**src/rtl/pc_gen.sv**
```systemverilog
// Fetch-stage program-counter generator: selects the next fetch address from
// exception, eret, redirect, call/return prediction (via a circular RAS) or sequential.
module pc_gen #(
  parameter int               WIDTH        = 32,
  parameter logic [WIDTH-1:0] RESET_VECTOR = '0,
  parameter logic [WIDTH-1:0] EXC_VECTOR   = WIDTH'(32'h0000_0080),
  parameter int               INC          = 4,
  parameter int               RAS_DEPTH    = 4
) (
  input  logic                         CLK,
  input  logic                         RST,
  input  logic                         stall,
  input  logic                         exc_valid,
  input  logic [WIDTH-1:0]             exc_pc,
  input  logic                         eret_valid,
  input  logic                         redirect_valid,
  input  logic [WIDTH-1:0]             redirect_pc,
  input  logic                         call_valid,
  input  logic [WIDTH-1:0]             call_target,
  input  logic                         ret_valid,
  output logic [WIDTH-1:0]             currPC,
  output logic [WIDTH-1:0]             epc,
  output logic [$clog2(RAS_DEPTH):0]   ras_count
);

  localparam int PTR_W = $clog2(RAS_DEPTH);
  localparam int CNT_W = PTR_W + 1;
  localparam logic [CNT_W-1:0] RAS_FULL = CNT_W'(RAS_DEPTH);

  typedef enum logic [2:0] {
    SEL_HOLD,
    SEL_SEQ,
    SEL_EXC,
    SEL_ERET,
    SEL_REDIR,
    SEL_CALL,
    SEL_RET,
    SEL_REPL
  } sel_t;

  sel_t             sel;
  logic [WIDTH-1:0] next_pc;
  logic [WIDTH-1:0] inc_pc;
  logic [PTR_W-1:0] top_ptr;
  logic [PTR_W-1:0] ptr_inc;
  logic [PTR_W-1:0] ptr_dec;
  logic             ras_empty;
  logic [WIDTH-1:0] ras_mem [RAS_DEPTH];

  // Power-of-two depth lets the pointer wrap by plain overflow.
  assign inc_pc    = currPC + WIDTH'(INC);
  assign ptr_inc   = top_ptr + PTR_W'(1);
  assign ptr_dec   = top_ptr - PTR_W'(1);
  assign ras_empty = (ras_count == '0);

  // NOTE: every combinational output gets a default first so no path leaves it unassigned (no latch).
  always_comb begin
    sel = SEL_HOLD;
    if (exc_valid)           sel = SEL_EXC;
    else if (eret_valid)     sel = SEL_ERET;
    else if (redirect_valid) sel = SEL_REDIR;
    else if (!stall) begin
      if (call_valid && ret_valid && !ras_empty) sel = SEL_REPL;
      else if (call_valid)                       sel = SEL_CALL;
      else if (ret_valid && !ras_empty)          sel = SEL_RET;
      else                                       sel = SEL_SEQ;
    end
  end

  always_comb begin
    next_pc = currPC;
    unique case (sel)
      SEL_EXC:             next_pc = EXC_VECTOR;
      SEL_ERET:            next_pc = epc;
      SEL_REDIR:           next_pc = redirect_pc;
      SEL_CALL, SEL_REPL:  next_pc = call_target;
      SEL_RET:             next_pc = ras_mem[top_ptr];
      SEL_SEQ:             next_pc = inc_pc;
      default:             next_pc = currPC;
    endcase
  end

  // NOTE: sequential state uses non-blocking assignments so all registers see pre-edge values.
  always_ff @(posedge CLK or posedge RST) begin
    if (RST) begin
      currPC    <= RESET_VECTOR;
      epc       <= '0;
      ras_count <= '0;
      top_ptr   <= '0;
    end else begin
      currPC <= next_pc;
      if (exc_valid) epc <= exc_pc;
      case (sel)
        SEL_CALL: begin
          top_ptr <= ptr_inc;
          if (ras_count != RAS_FULL) ras_count <= ras_count + CNT_W'(1);
        end
        SEL_RET: begin
          top_ptr   <= ptr_dec;
          ras_count <= ras_count - CNT_W'(1);
        end
        default: ;
      endcase
    end
  end

  // NOTE: RAS storage is not reset; ras_count gates every read, so stale contents are never used.
  always_ff @(posedge CLK) begin
    case (sel)
      SEL_CALL: ras_mem[ptr_inc] <= inc_pc;
      SEL_REPL: ras_mem[top_ptr] <= inc_pc;
      default:  ;
    endcase
  end

endmodule

```
**config.mk**
```make
export PLATFORM = sky130hd
export DESIGN_NAME = pc_gen
export DESIGN_NICKNAME = d
export VERILOG_FILES = /design/src/rtl/pc_gen.sv
export SDC_FILE = /design/constraint.sdc
export NUM_CORES = 1
export LEC_CHECK = 0
export ABC_AREA = 1
export BUFFER_PORTS_ARGS = -buffer_cell sky130_fd_sc_hd__buf_2
export CAP_MARGIN = 20
export CORE_AREA = 4 4 171 173
export DETAILED_ROUTE_END_ITERATION = 10
export DIE_AREA = 0 0 175 177
export PLACE_DENSITY = 0.52
export SYNTH_ARGS = -nofsm -noshare
export SYNTH_HDL_FRONTEND = slang
export SYNTH_SLANG_ARGS = --single-unit
```
**constraint.sdc**
```tcl
create_clock -name CLK -period 3.91 [get_ports CLK]
set_input_delay 0.782 -clock CLK [delete_from_list [all_inputs] [get_ports CLK]]
set_output_delay 0.782 -clock CLK [all_outputs]
set_load 0.02 [all_outputs]
```
Yosys cells after proc, flatten, opt, wreduce, memory -nomap -nowiden
Memories as Yosys holds them, arrays and structs flattened.
Index checks and enable logic that the tools add are counted.
{"block": "classes", "n_addsub": 5, "eq_ne": 9, "mux": 18, "reduce_logical": 10}
{"op": "one-hot mux 32 bit (6 select lines)", "n": 1}
{"op": "adder 32 x 3 -> 32 bit (second input constant)", "n": 1}
{"op": "two-way mux 32 bit", "n": 1}
{"op": "OR reduction 32 bit", "n": 1}
{"op": "two-way mux 3 bit", "n": 8}
{"op": "== test 3 bit (second input constant)", "n": 4}
{"op": "== test 3 x 2 -> 1 bit (second input constant)", "n": 2}
{"op": "one-hot mux 3 bit (2 select lines)", "n": 1}
{"op": "nonzero test 6 bit", "n": 1}
{"op": "two-way mux 1 bit", "n": 5}
{"op": "one-hot mux 2 bit (2 select lines)", "n": 1}
{"op": "adder 3 x 1 -> 3 bit (second input constant)", "n": 1}
{"op": "== test 3 x 1 -> 1 bit (second input constant)", "n": 1}
{"op": "logical AND 1 bit", "n": 3}
{"op": "zero test 3 bit", "n": 1}
{"op": "inequality test 3 bit (second input constant)", "n": 1}
{"op": "subtractor 3 x 1 -> 3 bit (second input constant)", "n": 1}
{"op": "adder 2 x 1 -> 2 bit (second input constant)", "n": 1}
{"op": "two-way mux 2 bit", "n": 1}
{"op": "inequality test 2 bit (second input constant)", "n": 1}
{"op": "AND reduction 2 bit", "n": 1}
{"op": "nonzero test 2 bit", "n": 1}
{"op": "OR reduction 2 bit", "n": 1}
{"op": "subtractor 2 x 1 -> 2 bit (second input constant)", "n": 1}
{"op": "zero test 1 bit", "n": 1}
{"block": "totals", "reg_bits": 69, "mem_bits_rw": 128, "elab_cells": 47, "memories": 1}
{"name": "ras_mem", "words": 4, "width": 32, "read_ports": 1, "rd_ports_with_merged_regs": 0, "wr": 1, "line_no": "48", "text": "logic [WIDTH-1:0] ras_mem [RAS_DEPTH];"}

Longest topological paths before layout
{"block": "depth", "word_depth": 15, "ltp_mapped": 15, "mapped_depth_nobuf": 15}

Least setup slack after synthesis
OpenSTA, ideal clock, no wires.
{"block": "synth_path", "kind": "input to register", "startpoint": "in stall", "endpoint": "mem ras_mem[0][0], enable pin", "setup_ns": 0.421, "t_arrival_ns": 3.082, "path_slack_ns": 0.407, "cell_stages": 9, "n_path_buf": 0, "path_cell_list": "nor2_4 > nand3_1 > nand2_2 > inv_2 > nor2_8 > nand2_1 > o21ai_2 > inv_1 > nor2_1"}
{"block": "synth_between", "elab_chain_len": 9, "word_cells_on_any_way": 13}
{"item": "start: declaration", "line_no": "12", "text": "input logic stall,"}
{"item": "two-way mux 3 bit *", "line_no": "62", "text": "else if (!stall) begin"}
{"item": "two-way mux 3 bit *", "line_no": "61", "text": "else if (redirect_valid) sel = SEL_REDIR;"}
{"item": "two-way mux 3 bit *", "line_no": "60", "text": "else if (eret_valid) sel = SEL_ERET;"}
{"item": "two-way mux 3 bit *", "line_no": "59", "text": "if (exc_valid) sel = SEL_EXC;"}
{"item": "== test 3 bit", "line_no": "109", "text": "case (sel)"}
{"item": "two-way mux 1 bit", "line_no": "109"}
{"item": "two-way mux 1 bit (not written as such)", "line_no": "111", "text": "SEL_REPL: ras_mem[top_ptr] <= inc_pc;"}
{"item": "OR reduction 32 bit (no source line)"}
{"item": "two-way mux 2 bit (no source line) / two-way mux 1 bit (equally long branches)"}
{"item": "end: declaration", "line_no": "48"}
Mark *: on every way between the ends. The rest lies on a longest branch, timed or not.

Worst setup path after layout
{"block": "layout_path", "startpoint": "reg ras_count[0]", "endpoint": "mem ras_mem[2][5], enable pin"}
{"block": "layout_between", "elab_chain_len": 15, "word_cells_on_any_way": 20}
{"item": "start: declaration", "line_no": "23", "text": "output logic [$clog2(RAS_DEPTH):0] ras_count"}
{"item": "start signal: assignment", "line_no": "96", "text": "if (ras_count != RAS_FULL) ras_count <= ras_count + CNT_W'(1);"}
{"item": "start signal: assignment", "line_no": "100", "text": "ras_count <= ras_count - CNT_W'(1);"}
{"item": "zero test 3 bit *", "line_no": "54", "text": "assign ras_empty = (ras_count == '0);"}
{"item": "zero test 1 bit *", "line_no": "63, 65"}
{"item": "logical AND 1 bit", "line_no": "65", "text": "else if (ret_valid && !ras_empty) sel = SEL_RET;"}
{"item": "two-way mux 3 bit", "line_no": "65"}
{"item": "two-way mux 3 bit", "line_no": "64", "text": "else if (call_valid) sel = SEL_CALL;"}
{"item": "two-way mux 3 bit *", "line_no": "63", "text": "if (call_valid && ret_valid && !ras_empty) sel = SEL_REPL;"}
{"item": "two-way mux 3 bit *", "line_no": "62"}
{"item": "two-way mux 3 bit *", "line_no": "61"}
{"item": "two-way mux 3 bit *", "line_no": "60"}
{"item": "two-way mux 3 bit *", "line_no": "59"}
{"item": "== test 3 bit", "line_no": "109"}
{"item": "two-way mux 1 bit", "line_no": "109"}
{"item": "two-way mux 1 bit (not written as such)", "line_no": "111"}
{"item": "OR reduction 32 bit (no source line)"}
{"item": "two-way mux 2 bit (no source line) / two-way mux 1 bit (equally long branches)"}
Marked as above.

==> metrics.md <==
| Metric | Value |
|---|---|
| Core Rows | 61 |
| Dpl hpwl | 21800 um |
| Crit path max-delay family | simple AND/OR/NAND/NOR gates |
| Setup crit end kind | flip-flop |
| Die W | 175 um |
| Final #Nets | 1313 |
| Total gr overflow | 0 |
| Die ar. | 31000 um2 |
| Initial antenna violation count | 0 |
| Mapped Cells | 1041 |
| Syn_nets | 1147 |
| Worst-path clk slew | 0.07 ns |
| Crit path DAT | 3.29 ns |
| Root buf cell | clkbuf_16 |
| Yosys cell types | 37 |
| RSZ-0062 raised after global routing | no |
| Worst setup SP type | flip-flop |
| Placeable Area | 27600 um2 |
| Final setup fails | 0 |
| Area contributors post-synth | edfxtp_1 (40%), dfrtp_1 (18%), nand2_1 (14%) |
| Xor/xnor cell area share of the yosys netlist | 1.75% |
| Max VDD drop | 0.226 mV |
| Number of synthesized register bits | 197 |
| Post-synthesis adder-cell area fraction | 0.341% |
| Buffers inserted by post-CTS timing repair | 0 |
| CTS buffer count | 17 |
| Fill count | 2850 |
| Total GRT Usage | 19.5% |
| Largest net degree at the start of global routing | 43 |
| Hold Violations, Final | 0 |
| Main combinational cell family by area after synthesis | simple AND/OR/NAND/NOR gates |
| Sink Count | 197 |
| Synth Area in Compound Gates | 7.25% |
| Sequential fraction of the synthesis area | 58.4% |
| H-tree depth | 4 |
| Power Density | 531 nW/um2 |
| CTS max path bufs | 2 |
| DRT Pass-1 Iters | 5 |
| F_max | 315 MHz |
| Post-synthesis mux area share | 0% |
| Vias after detailed routing | 7777 |
| Wire length of the first global-routing pass | 45900 um |
| CTS tree | done |
| Mapped cell area | 9530 um2 |
| Worst Hold Class | in -> async |
| Crit path cell chain | nor2_2 > nand2_2 > nand2_1 > nand2_1 > nand2_2 > nand2_4 > nand2_8 > inv_4 > nand2_1 > nand2_1 > nand2_1 > nand2_1 > nor2_2 > buf_4 |
| Initial DRC Count | 661 |
| Period utilization | 81.3% |
| Synth-to-Final Area Change | 18.9% |
| Yosys warnings | 0 |
| Worst path bufs/invs | 2 |
| CTS Hold Bufs | 0 |
| CP max stage delay | 0.82 ns |
| Most common cell after layout, fill and taps aside | nand2_1 |
| Crit. Startpoint | ras_count[0] |
| Share of layout cells above drive strength 1 | 21.6% |
| Reg2reg setup slack | 0.73 ns |
| I/O pin count | 171 |
| Residual DRC | 0 |
| Vias in the first global route | 7629 |
| Worst-margin pin slew | 1.06 ns |
| Resize count post-CTS | 0 |
| N_diodes | 0 |
| Worst Path Required | 4.03 ns |
| Syn Area/Cell | 9.16 um2 |
| DR vias/cell | 4.87 |
| Cell repeated most along the worst path | nand2_1 |
| Max Slew Vio Count | 0 |
| Relative slew slack | 29.0% |
| Port Buffers | 170 |
| Commonest non-fill, non-tap cells in the layout | nand2_1 (351), buf_2 (170), edfxtp_1 (128) |
| Cell taking the most area after synthesis | edfxtp_1 |
| Die height | 177 um |
| Crit-path slowest cell | nor2_2 |
| Synth top area share | 40.3% |
| CP Class | reg -> reg |
| Skew final | 0.0158 ns |
| Routed len/inst | 18.8 um |
| Static leakage | 5.02 nW |
| Footprint of the multi-input gates | 3400 um2 |
| Clk_lat worst skew | 0.43 ns |
| Max-Cap Viols | 0 |
| Worst-path fanout max | 20 |
| GP Congestion | 0.873 |
| Status | complete, no violations |
| Simple-gate share of the synthesized area | 26.3% |
| Total power | 6.02 mW |
| Min Tclk post-route | 3.18 ns |
| Beginning of the worst register-to-register path | ras_count[0] |
| Starting Density | 34.5% |
| Setup TNS | 0 ns |
| FF+latch area | 5570 um2 |
| Antenna-violating nets left | 0 |
| Routed WL | 30100 um |
[path summary, 6_finish.rpt]
check,to,cells after the start
max in group asynchronous,currPC[28],3
setup / recovery,ras_mem[2][5],14
min in group CLK,epc[25],2
hold reg to reg,epc[25],2
hold / removal,epc[6],2
setup reg to reg,ras_mem[2][5],14
[report_power, final]
part           switching (mW)  internal [mW]
clock                   0.832          0.969
combinational            1.09          0.489
sequential              0.221           2.42
total                    2.14           3.87
[stage by stage]
step / instances / hold WS, ns / setup WS (ns) / area (um2) / util [%]
3_5_place_dp: 1566 / 0.500 / 0.366 / 10700 / 38.8
2_1_floorplan: 1041 / 0.498 / 0.407 / 9530 / -
3_3_place_gp: 1566 / 0.495 / 0.386 / 10700 / 38.8
5_1_grt: 1598 / 0.539 / 0.444 / 11300 / 41.0
6_report: 1598 / 0.499 / 0.731 / 11300 / 41.0
4_1_cts: 1598 / 0.520 / 0.703 / 11300 / 41.0
[area by class of cell]
type	count	share of cell area (%)
Tap cell	378	4.17
Clock buffer	21	4.54
Sequential cell	197	49.1
Timing Repair Buffer	190	8.83
Multi-Input combinational cell	729	30.0
Inverter	72	2.42
Clock inverter	11	0.883
[Yosys cell counts]
cell and instances:
o22ai_1 48, nor2_2 3, buf_4 14, nand3_1 84
nor3_4 1, inv_1 64, buf_1 1, o21ai_1 7
o21ai_2 8, fa_1 1, nand2_2 4, dfrtp_1 69
o221ai_1 1, nor2_4 3, nand3b_1 2, o21ai_0 49
nor3_1 1, nor2_1 127, nand4_1 6, buf_6 10
nand2_4 6, a21oi_1 1, buf_2 4, clkbuf_1 14
nor2_8 2, inv_4 1, ha_1 1, inv_2 5
xor2_1 14, o211ai_1 1, o21bai_4 1, nand2_1 351
nand2_8 1, xnor2_1 5, edfxtp_1 128, clkinv_1 2
nand3_2 1
[state kept, by name, indices dropped and copies added (netlist names)]
register   count
ras_mem      128
currPC        32
top_ptr        2
epc           32
ras_count      3
[logic make-up after synthesis]
| kind of cell | after synthesis |
|---|---|
| and+or+nand+nor | 592 |
| AOI/OAI and AO/OA | 116 |
| adders and majority gates | 2 |
| buffers and inverters | 115 |
| DFF | 197 |
| xor gates and xnor gates | 19 |
[layer usage]
layer  track usage, %  up-vias  routed length (um)
li1                 -     3778                   -
met1             28.5     3695               14100
met2             30.1      284               13400
met3             4.42       20                2300
met4             3.76        0                 324
met5                0        -                   0
Note: power is estimated with default switching activity, not from simulation.
